## src/rtl/wash_seq_ctrl_pkg.sv

```systemverilog
// Shared types and defaults for the wash-sequence controller.
// Phase encodings, default timing constants and small helpers.
package wash_pkg;

    typedef enum logic [2:0] {
        S_IDLE  = 3'd0,
        S_USING = 3'd1,
        S_SPRAY = 3'd2,
        S_DRY   = 3'd3,
        S_DIS   = 3'd4
    } state_t;

    localparam int DEF_TICK_DIV  = 1000000;
    localparam int DEF_TMR_W     = 8;
    localparam int DEF_SPRAY_T   = 30;
    localparam int DEF_DRY_T     = 60;
    localparam int DEF_DIS_T     = 10;
    localparam int DEF_NUM_MODES = 4;

    function automatic logic is_timed(state_t s);
        return (s == S_SPRAY) || (s == S_DRY) || (s == S_DIS);
    endfunction

    function automatic int mode_w(int n);
        return (n > 1) ? $clog2(n) : 1;
    endfunction

endpackage

```

## src/rtl/wash_seq_ctrl_if.sv

```systemverilog
// Control/status bundle between the core top level and the wash controller.
// WASH_SEQ_PAUSE_EN adds the pause input.
interface wash_seq_ctrl_if
    import wash_pkg::*;
#(
    parameter int NUM_MODES = DEF_NUM_MODES,
    parameter int TMR_W     = DEF_TMR_W
);
    localparam int MODE_W = mode_w(NUM_MODES);

    logic              user_en;
    logic              spray_en;
    logic [MODE_W-1:0] spray_mode;
    logic              sp_dr_auto;
    logic              auto_dis_en;
    logic              de_ur;
    logic              stop;
`ifdef WASH_SEQ_PAUSE_EN
    logic              pause;
`endif
    logic                 open_lid;
    logic                 led_using;
    logic [NUM_MODES-1:0] spray_on;
    logic                 dryer_on;
    logic                 flush_on;
    logic                 spray_done;
    logic                 dry_done;
    logic                 dis_done;
    logic [2:0]           state;
    logic [TMR_W-1:0]     remaining;

    modport master (
`ifdef WASH_SEQ_PAUSE_EN
        output pause,
`endif
        output user_en, spray_en, spray_mode, sp_dr_auto,
        output auto_dis_en, de_ur, stop,
        input  open_lid, led_using, spray_on, dryer_on, flush_on,
        input  spray_done, dry_done, dis_done, state, remaining
    );

    modport slave (
`ifdef WASH_SEQ_PAUSE_EN
        input  pause,
`endif
        input  user_en, spray_en, spray_mode, sp_dr_auto,
        input  auto_dis_en, de_ur, stop,
        output open_lid, led_using, spray_on, dryer_on, flush_on,
        output spray_done, dry_done, dis_done, state, remaining
    );

endinterface

```

## src/rtl/wash_seq_ctrl_tick_gen.sv

```systemverilog
// Timer-tick prescaler: counts clk cycles while run, pulses tick on wrap.
// restart forces the count back to 0; run low holds it.
module wash_tick_gen #(
    parameter int TICK_DIV = 1000000
) (
    input  logic clk,
    input  logic reset_n,
    input  logic restart,
    input  logic run,
    output logic tick
);
    localparam int CW = (TICK_DIV > 1) ? $clog2(TICK_DIV) : 1;

    logic [CW-1:0] cnt_q;

    assign tick = run && (cnt_q == CW'(TICK_DIV - 1));

    always_ff @(posedge clk or negedge reset_n) begin
        if (!reset_n) begin
            cnt_q <= '0;
        end else if (restart || tick) begin
            cnt_q <= '0;
        end else if (run) begin
            cnt_q <= cnt_q + CW'(1);
        end
    end

endmodule

```

## src/rtl/wash_seq_ctrl.sv

```systemverilog
// Wash-sequence controller: phase FSM, prescaler and phase timer.
// WASH_SEQ_PAUSE_EN enables pause/resume of the spray and dry phases.
module wash_seq_ctrl
    import wash_pkg::*;
#(
    parameter int TICK_DIV  = DEF_TICK_DIV,
    parameter int TMR_W     = DEF_TMR_W,
    parameter int SPRAY_T   = DEF_SPRAY_T,
    parameter int DRY_T     = DEF_DRY_T,
    parameter int DIS_T     = DEF_DIS_T,
    parameter int NUM_MODES = DEF_NUM_MODES
) (
    input logic           clk,
    input logic           reset_n,
    wash_seq_ctrl_if.slave bus
);
    localparam int MODE_W = mode_w(NUM_MODES);
    localparam int T_MAX  = (1 << TMR_W) - 1;

    if (SPRAY_T < 1 || SPRAY_T > T_MAX ||
        DRY_T < 1 || DRY_T > T_MAX ||
        DIS_T < 1 || DIS_T > T_MAX) begin : g_bad_len
        $error("wash_seq_ctrl: phase length out of timer range");
    end

    state_t               state_q, state_d;
    logic [MODE_W-1:0]    mode_q, mode_d;
    logic [TMR_W-1:0]     rem_q, rem_d;
    logic                 tick, restart, run, fin;
    logic                 hold, paused;
    logic                 sdone_d, ddone_d, xdone_d;
    logic                 open_q, led_q, dry_q, flush_q;
    logic                 sdone_q, ddone_q, xdone_q;
    logic [NUM_MODES-1:0] spray_q;
    state_t               exit_st;

`ifdef WASH_SEQ_PAUSE_EN
    assign hold = bus.pause;
`else
    assign hold = 1'b0;
`endif

    assign paused  = hold && (state_q == S_SPRAY || state_q == S_DRY);
    assign run     = is_timed(state_q) && !paused;
    assign fin     = tick && (rem_q == TMR_W'(1));
    assign restart = (state_d != state_q) || !is_timed(state_d);
    assign exit_st = bus.auto_dis_en ? S_DIS : S_IDLE;

    wash_tick_gen #(
        .TICK_DIV (TICK_DIV)
    ) u_tick (
        .clk     (clk),
        .reset_n (reset_n),
        .restart (restart),
        .run     (run),
        .tick    (tick)
    );

    always_comb begin
        state_d = state_q;
        mode_d  = mode_q;
        sdone_d = 1'b0;
        ddone_d = 1'b0;
        xdone_d = 1'b0;
        case (state_q)
            S_IDLE: begin
                if (bus.user_en) state_d = S_USING;
            end
            S_USING: begin
                if (!bus.user_en) begin
                    state_d = exit_st;
                end else if (bus.de_ur) begin
                    state_d = S_DIS;
                end else if (bus.spray_en &&
                             32'(bus.spray_mode) < NUM_MODES) begin
                    state_d = S_SPRAY;
                    mode_d  = bus.spray_mode;
                end
            end
            S_SPRAY: begin
                if (!bus.user_en) begin
                    state_d = exit_st;
                end else if (bus.stop) begin
                    state_d = S_USING;
                end else if (fin) begin
                    state_d = bus.sp_dr_auto ? S_DRY : S_USING;
                    sdone_d = 1'b1;
                end
            end
            S_DRY: begin
                if (!bus.user_en) begin
                    state_d = exit_st;
                end else if (bus.stop) begin
                    state_d = S_USING;
                end else if (fin) begin
                    state_d = S_USING;
                    ddone_d = 1'b1;
                end
            end
            S_DIS: begin
                if (fin) begin
                    state_d = S_IDLE;
                    xdone_d = 1'b1;
                end
            end
            default: state_d = S_IDLE;
        endcase
    end

    // Any phase entry reloads the full length, so re-entry never accumulates.
    always_comb begin
        rem_d = rem_q;
        if (!is_timed(state_d)) begin
            rem_d = '0;
        end else if (state_d != state_q) begin
            unique case (1'b1)
                state_d == S_SPRAY: rem_d = TMR_W'(SPRAY_T);
                state_d == S_DRY:   rem_d = TMR_W'(DRY_T);
                default:            rem_d = TMR_W'(DIS_T);
            endcase
        end else if (tick) begin
            rem_d = rem_q - TMR_W'(1);
        end
    end

    always_ff @(posedge clk or negedge reset_n) begin
        if (!reset_n) begin
            state_q <= S_IDLE;
            mode_q  <= '0;
            rem_q   <= '0;
            open_q  <= 1'b0;
            led_q   <= 1'b0;
            spray_q <= '0;
            dry_q   <= 1'b0;
            flush_q <= 1'b0;
            sdone_q <= 1'b0;
            ddone_q <= 1'b0;
            xdone_q <= 1'b0;
        end else begin
            state_q <= state_d;
            mode_q  <= mode_d;
            rem_q   <= rem_d;
            open_q  <= (state_d != S_IDLE);
            led_q   <= (state_d == S_USING);
            spray_q <= (state_d == S_SPRAY && !hold) ?
                       (NUM_MODES'(1) << mode_d) : '0;
            dry_q   <= (state_d == S_DRY) && !hold;
            flush_q <= (state_d == S_DIS);
            sdone_q <= sdone_d;
            ddone_q <= ddone_d;
            xdone_q <= xdone_d;
        end
    end

    assign bus.state      = state_q;
    assign bus.remaining  = rem_q;
    assign bus.open_lid   = open_q;
    assign bus.led_using  = led_q;
    assign bus.spray_on   = spray_q;
    assign bus.dryer_on   = dry_q;
    assign bus.flush_on   = flush_q;
    assign bus.spray_done = sdone_q;
    assign bus.dry_done   = ddone_q;
    assign bus.dis_done   = xdone_q;

endmodule

```

## src/flat_wrapper.sv

```systemverilog
// flat-port wrapper written by rule: the top's interface ports become plain ports
module wash_seq_ctrl_flat import wash_pkg::*;
#(
    parameter int TICK_DIV  = DEF_TICK_DIV,
    parameter int TMR_W     = DEF_TMR_W,
    parameter int SPRAY_T   = DEF_SPRAY_T,
    parameter int DRY_T     = DEF_DRY_T,
    parameter int DIS_T     = DEF_DIS_T,
    parameter int NUM_MODES = DEF_NUM_MODES
)
  (clk, reset_n, bus_user_en, bus_spray_en, bus_spray_mode, bus_sp_dr_auto, bus_auto_dis_en, bus_de_ur, bus_stop, bus_open_lid, bus_led_using, bus_spray_on, bus_dryer_on, bus_flush_on, bus_spray_done, bus_dry_done, bus_dis_done, bus_state, bus_remaining);
  wash_seq_ctrl_if #(.NUM_MODES(NUM_MODES), .TMR_W(TMR_W)) bus_i ();
  input logic clk;
  input logic reset_n;
  input wire logic [$bits(bus_i.user_en)-1:0] bus_user_en;
  input wire logic [$bits(bus_i.spray_en)-1:0] bus_spray_en;
  input wire logic [$bits(bus_i.spray_mode)-1:0] bus_spray_mode;
  input wire logic [$bits(bus_i.sp_dr_auto)-1:0] bus_sp_dr_auto;
  input wire logic [$bits(bus_i.auto_dis_en)-1:0] bus_auto_dis_en;
  input wire logic [$bits(bus_i.de_ur)-1:0] bus_de_ur;
  input wire logic [$bits(bus_i.stop)-1:0] bus_stop;
  output wire logic [$bits(bus_i.open_lid)-1:0] bus_open_lid;
  output wire logic [$bits(bus_i.led_using)-1:0] bus_led_using;
  output wire logic [$bits(bus_i.spray_on)-1:0] bus_spray_on;
  output wire logic [$bits(bus_i.dryer_on)-1:0] bus_dryer_on;
  output wire logic [$bits(bus_i.flush_on)-1:0] bus_flush_on;
  output wire logic [$bits(bus_i.spray_done)-1:0] bus_spray_done;
  output wire logic [$bits(bus_i.dry_done)-1:0] bus_dry_done;
  output wire logic [$bits(bus_i.dis_done)-1:0] bus_dis_done;
  output wire logic [$bits(bus_i.state)-1:0] bus_state;
  output wire logic [$bits(bus_i.remaining)-1:0] bus_remaining;
  assign bus_i.user_en = bus_user_en;
  assign bus_i.spray_en = bus_spray_en;
  assign bus_i.spray_mode = bus_spray_mode;
  assign bus_i.sp_dr_auto = bus_sp_dr_auto;
  assign bus_i.auto_dis_en = bus_auto_dis_en;
  assign bus_i.de_ur = bus_de_ur;
  assign bus_i.stop = bus_stop;
  assign bus_open_lid = bus_i.open_lid;
  assign bus_led_using = bus_i.led_using;
  assign bus_spray_on = bus_i.spray_on;
  assign bus_dryer_on = bus_i.dryer_on;
  assign bus_flush_on = bus_i.flush_on;
  assign bus_spray_done = bus_i.spray_done;
  assign bus_dry_done = bus_i.dry_done;
  assign bus_dis_done = bus_i.dis_done;
  assign bus_state = bus_i.state;
  assign bus_remaining = bus_i.remaining;
  wash_seq_ctrl #(.TICK_DIV(TICK_DIV), .TMR_W(TMR_W), .SPRAY_T(SPRAY_T), .DRY_T(DRY_T), .DIS_T(DIS_T), .NUM_MODES(NUM_MODES)) u_core (.clk(clk), .reset_n(reset_n), .bus(bus_i));
endmodule
```

## config.mk

```make
export PLATFORM = sky130hd
export DESIGN_NAME = wash_seq_ctrl_flat
export DESIGN_NICKNAME = d
export VERILOG_FILES = /design/src/rtl/wash_seq_ctrl_pkg.sv /design/src/rtl/wash_seq_ctrl_if.sv /design/src/rtl/wash_seq_ctrl_tick_gen.sv /design/src/rtl/wash_seq_ctrl.sv /design/src/flat_wrapper.sv
export SDC_FILE = /design/constraint.sdc
export NUM_CORES = 1
export LEC_CHECK = 0
export BUFFER_PORTS_ARGS = -buffer_cell sky130_fd_sc_hd__buf_4
export CAP_MARGIN = 0
export CORE_MARGIN = 1.5
export CORE_UTILIZATION = 25
export CTS_CLUSTER_SIZE = 30
export DETAILED_ROUTE_END_ITERATION = 10
export PLACE_DENSITY_LB_ADDON = 0.05
export SYNTH_ARGS = -nofsm -noshare
export SYNTH_HDL_FRONTEND = slang
export SYNTH_SLANG_ARGS = --single-unit
```

## constraint.sdc

```tcl
create_clock -name clk -period 2.2 [get_ports clk]
set_input_delay 0.22 -clock clk [delete_from_list [all_inputs] [get_ports clk]]
set_output_delay 0.22 -clock clk [all_outputs]
set_load 0.05 [all_outputs]
```

==> flow_summary_export.csv <==
group,metric,value,unit
routing,vias_per_cell,4.530,
layout,design.final.nets,315,
sta,finalHoldViolCount,0,
sta,timing.setup.tns,-5.604,ns
place,preCtsSetupSlack,-0.2499,ns
setup_path,setup.worst_path.end_class,"flip-flop",
setup_path,beginning_of_the_worst_register_to_register_path,"u_core.u_tick.cnt_q[6]$_DFFE_PN0P_",
setup_path,worstSetupStartpointType,"flip-flop",
flow_run,cap_violations,0,
layout,mostFrequentLayoutCell,"sky130_fd_sc_hd__buf_4",
setup_path,worst-setup-path-type,"reg -> reg",
layout,layout.filler_cells,915,
grt,grt_antenna_before_repair,0,
yosys,async_flop_share,100.0,%
grt,number_of_global_route_vias_before_repair,1876,
setup_path,worst_ep_required_time,2.38,ns
clock_network,htree_levels,2,
yosys,yosysUniqueCellTypes,49,
place,rd_place_congestion,0.7322,
hold_path,hold_path_endpoint,"u_core.mode_q[0]$_DFF_PN0_",
yosys,yosysWarningCount,0,
sta,report.final.slew_viol_count,0,
yosys,netlist_top_cells_area,"sky130_fd_sc_hd__dfrtp_1 (48%), sky130_fd_sc_hd__nor2_1 (6.4%), sky130_fd_sc_hd__xnor2_1 (5.3%), sky130_fd_sc_hd__xor2_1 (4.6%), sky130_fd_sc_hd__nor3_1 (3.9%)",
yosys,post_synth.cell_area_avg,9.760,um^2
floorplan,die_h,98.99,um
setup_path,cp.depth,8,
yosys,synth_edf_count,0,
sta,finalSetupViolCount,36,
sta,fin_worst_skew,0.01143,ns
setup_path,timing.critical_path.max_delay_family,"simple AND/OR/NAND/NOR gates",
setup_path,critical-path-max-stage-delay,0.57,ns
floorplan,pin_count,32,
clock_network,clkTransAtPathRegs,0.09,ns
sta,layout_worst_path_cycle_share,109.3,%
hold_path,hold_path_depth,2,
yosys,synth.ff_latch_count,44,
floorplan,core,8806,um^2
routing,total_number_of_vias,1862,
sta,timing.final.crit_period,2.404,ns
hold_path,holdCritPathClass,"in -> reg",
sta,tightest_slew,0.6032,ns
yosys,netlist_instances,236,
place,numPlacedInstances,397,
routing,routed_wire_length_per_instance,13.38,um
layout,final_core_area_utilization,35.27,%
grt,maximum_number_of_pins_on_one_net_before_global_route_repair,45,
outcome,run_status,"complete, but fails checks",
pwr,maximum_resistive_drop_on_vdd,0.4842,mV
clock_network,clock-sinks,44,
floorplan,die_wd,98.99,um
place,number_of_port_buffers,31,
setup_path,crit_path_cell_trace,"or4_1, or4_4, nor3_2, buf_4, a22oi_2, o211ai_2, buf_12, nor3_1",
sta,maxSlewHeadroom,59.79,%
setup_path,critical_path.max_fanout,23,
clock_network,tritoncts,"done",
layout,syn_to_final_growth,34.82,%
routing,drt_first_iter_violations,45,
yosys,synth.top_cell.area_share,47.80,%
setup_path,timing.rr.end,"u_core.u_tick.cnt_q[1]$_DFFE_PN0P_",
yosys,syn-cell-area,2303,um^2
setup_path,timing.critical_path.buf_inv,2,
clock_network,clk_path_buf_depth,2,
sta,fin_ws,-0.2038,ns
grt,grt_pass1_wl,9073,um
outcome,violations_in_the_final_reports,"design-rule violations, negative setup slack",
pwr,power_leakage,1.381,nW
floorplan,start_util,26.16,%
yosys,synth-seq-area-share,47.80,%
yosys,yosysTopAreaCell,"sky130_fd_sc_hd__dfrtp_1",
pwr,fin_total_pwr,2.712,mW
floorplan,area_enclosed_by_the_die_boundary,9799,um^2
sta,hold-worst-slack,0.2052,ns
setup_path,crit_arrival,2.58,ns
hold_path,min-delay-start,"bus_spray_mode[0]",
layout,share_of_post_route_cells_with_drive_strength_above_1,33.66,%
layout,most-common-layout-cells,"sky130_fd_sc_hd__buf_4 (66), sky130_fd_sc_hd__dfrtp_1 (41), sky130_fd_sc_hd__nor2_1 (37), sky130_fd_sc_hd__nor3_1 (16), sky130_fd_sc_hd__xnor2_1 (14)",
place,placed_inst_area,2900,um^2
routing,detail_route.drc_violations,4,
pwr,cellPowerDensity,873.2,nW/um^2
clock_network,number_of_buffers_created_by_cts,5,
layout,layoutNonFillerInstCount,411,
setup_path,cpMaxStageDelayCell,"sky130_fd_sc_hd__or4_4",
floorplan,placement_rows,34,
yosys,synth-main-ff-cell,"sky130_fd_sc_hd__dfrtp_1",
place,detailedPlacementHpwl,4058,um
sta,max_freq,0.4160,GHz
yosys,postSynthNetCount,249,
setup_path,timing.critical_path.from,"u_core.u_tick.cnt_q[6]$_DFFE_PN0P_",
clock_network,clk-insertion-delay-late,0.29,ns
layout,design_area,3105,um^2
setup_path,reg2reg_depth,8,
setup_path,reg2reg_setup_slack,-0.20,ns
clock_network,clockRootBuffer,"sky130_fd_sc_hd__clkbuf_8",
layout,n_antenna_cell,0,
routing,route.antenna.remaining_nets,0,
routing,totalWireLength,5498,um
grt,global_route.usage.total,11.71,%
routing,first_pass_iters,9,
sta,rsz0062_at_grt,"yes",
grt,globalRouteOverflowTotal,0,
-- how the worst max path moves through the flow --
stage | end | slack (ns)
after global routing | u_core.u_tick.cnt_q[0]$_DFFE_PN0P_ | -0.31
final | u_core.u_tick.cnt_q[1]$_DFFE_PN0P_ | -0.20
after detailed placement | u_core.bus.remaining[3]$_DFFE_PN0P_ | -0.25
after CTS | u_core.u_tick.cnt_q[0]$_DFFE_PN0P_ | -0.23
after global placement | u_core.bus.remaining[3]$_DFFE_PN0P_ | -0.24
after floorplan | u_core.bus.remaining[5]$_DFFE_PN0P_ | -0.19
-- synth_stat cells, types with 5 or more instances --
library cell and n:
sky130_fd_sc_hd__inv_1 6, sky130_fd_sc_hd__a21oi_1 6, sky130_fd_sc_hd__nand3_1 6, sky130_fd_sc_hd__and2_1 5, sky130_fd_sc_hd__nor3b_1 5, sky130_fd_sc_hd__dfrtp_1 44, sky130_fd_sc_hd__xor2_1 12, sky130_fd_sc_hd__clkbuf_1 5
sky130_fd_sc_hd__nor2_1 39, sky130_fd_sc_hd__nand2_1 11, sky130_fd_sc_hd__xnor2_1 14, sky130_fd_sc_hd__nor3_1 18
-- layout make-up --
type	instances	area (um^2)	share of cell area (%)
clock buffers	7	76.32	2.458
clock inverters	1	5.005	0.1612
inverters	6	22.52	0.7252
multi-input cells	176	1225	39.44
flip-flops and latches	44	1105	35.58
well taps	108	135.1	4.351
repair buffers	69	536.8	17.28
-- worst reg2reg max path: stages (launching register included) --
cell	delay, ns
sky130_fd_sc_hd__dfrtp_1	0.38
sky130_fd_sc_hd__or4_1	0.52
sky130_fd_sc_hd__or4_4	0.57
sky130_fd_sc_hd__nor3_2	0.11
sky130_fd_sc_hd__buf_4	0.17
sky130_fd_sc_hd__a22oi_2	0.08
sky130_fd_sc_hd__o211ai_2	0.20
sky130_fd_sc_hd__buf_12	0.19
sky130_fd_sc_hd__nor3_1	0.07
-- per-layer routing --
layer  track usage, %  part of all wire [%]
met1            16.73                    53
met2            17.88                    43
met3            2.482                   2.8
met4            3.297                  0.65
met5                0                     0
-- repair_timing --
action,4_1_cts,5_1_grt
pin swaps,5,4
resized for setup,14,4
hold buffers,1,0
hold endpoints to repair,44,0
endpoints found under the setup margin,35,40
setup buffers,3,2
-- state kept, by name, summed over array words and instances (netlist names), 2 cells and up --
register and flops:
u_core.bus.remaining 8, u_core.bus.spray_on 4, u_core.bus.state 3, u_core.mode_q 2, u_core.u_tick.cnt_q 20
-- report_power, final --
part           leakage, nW  internal (mW)  total (mW)  switching (mW)
sequential           0.597          0.906        1.00          0.0970
clock               0.0422          0.223       0.494           0.271
combinational        0.741          0.472        1.21           0.743
-- cell families (layout without fill, tap and decap cells) --
logic type                 Yosys count  count (layout)  synth area share [%]
AOI/OAI and AO/OA                   30              30                 9.560
xor gates and xnor gates            26              26                 9.886
adders and majority gates            3               3                 1.630
buffers and inverters               16              83                 3.150
DFF                                 44              44                 47.80
muxes                                3               3                 1.358
and+or+nand+nor                    114             114                 26.62
Power figures use the tool's default switching activity.
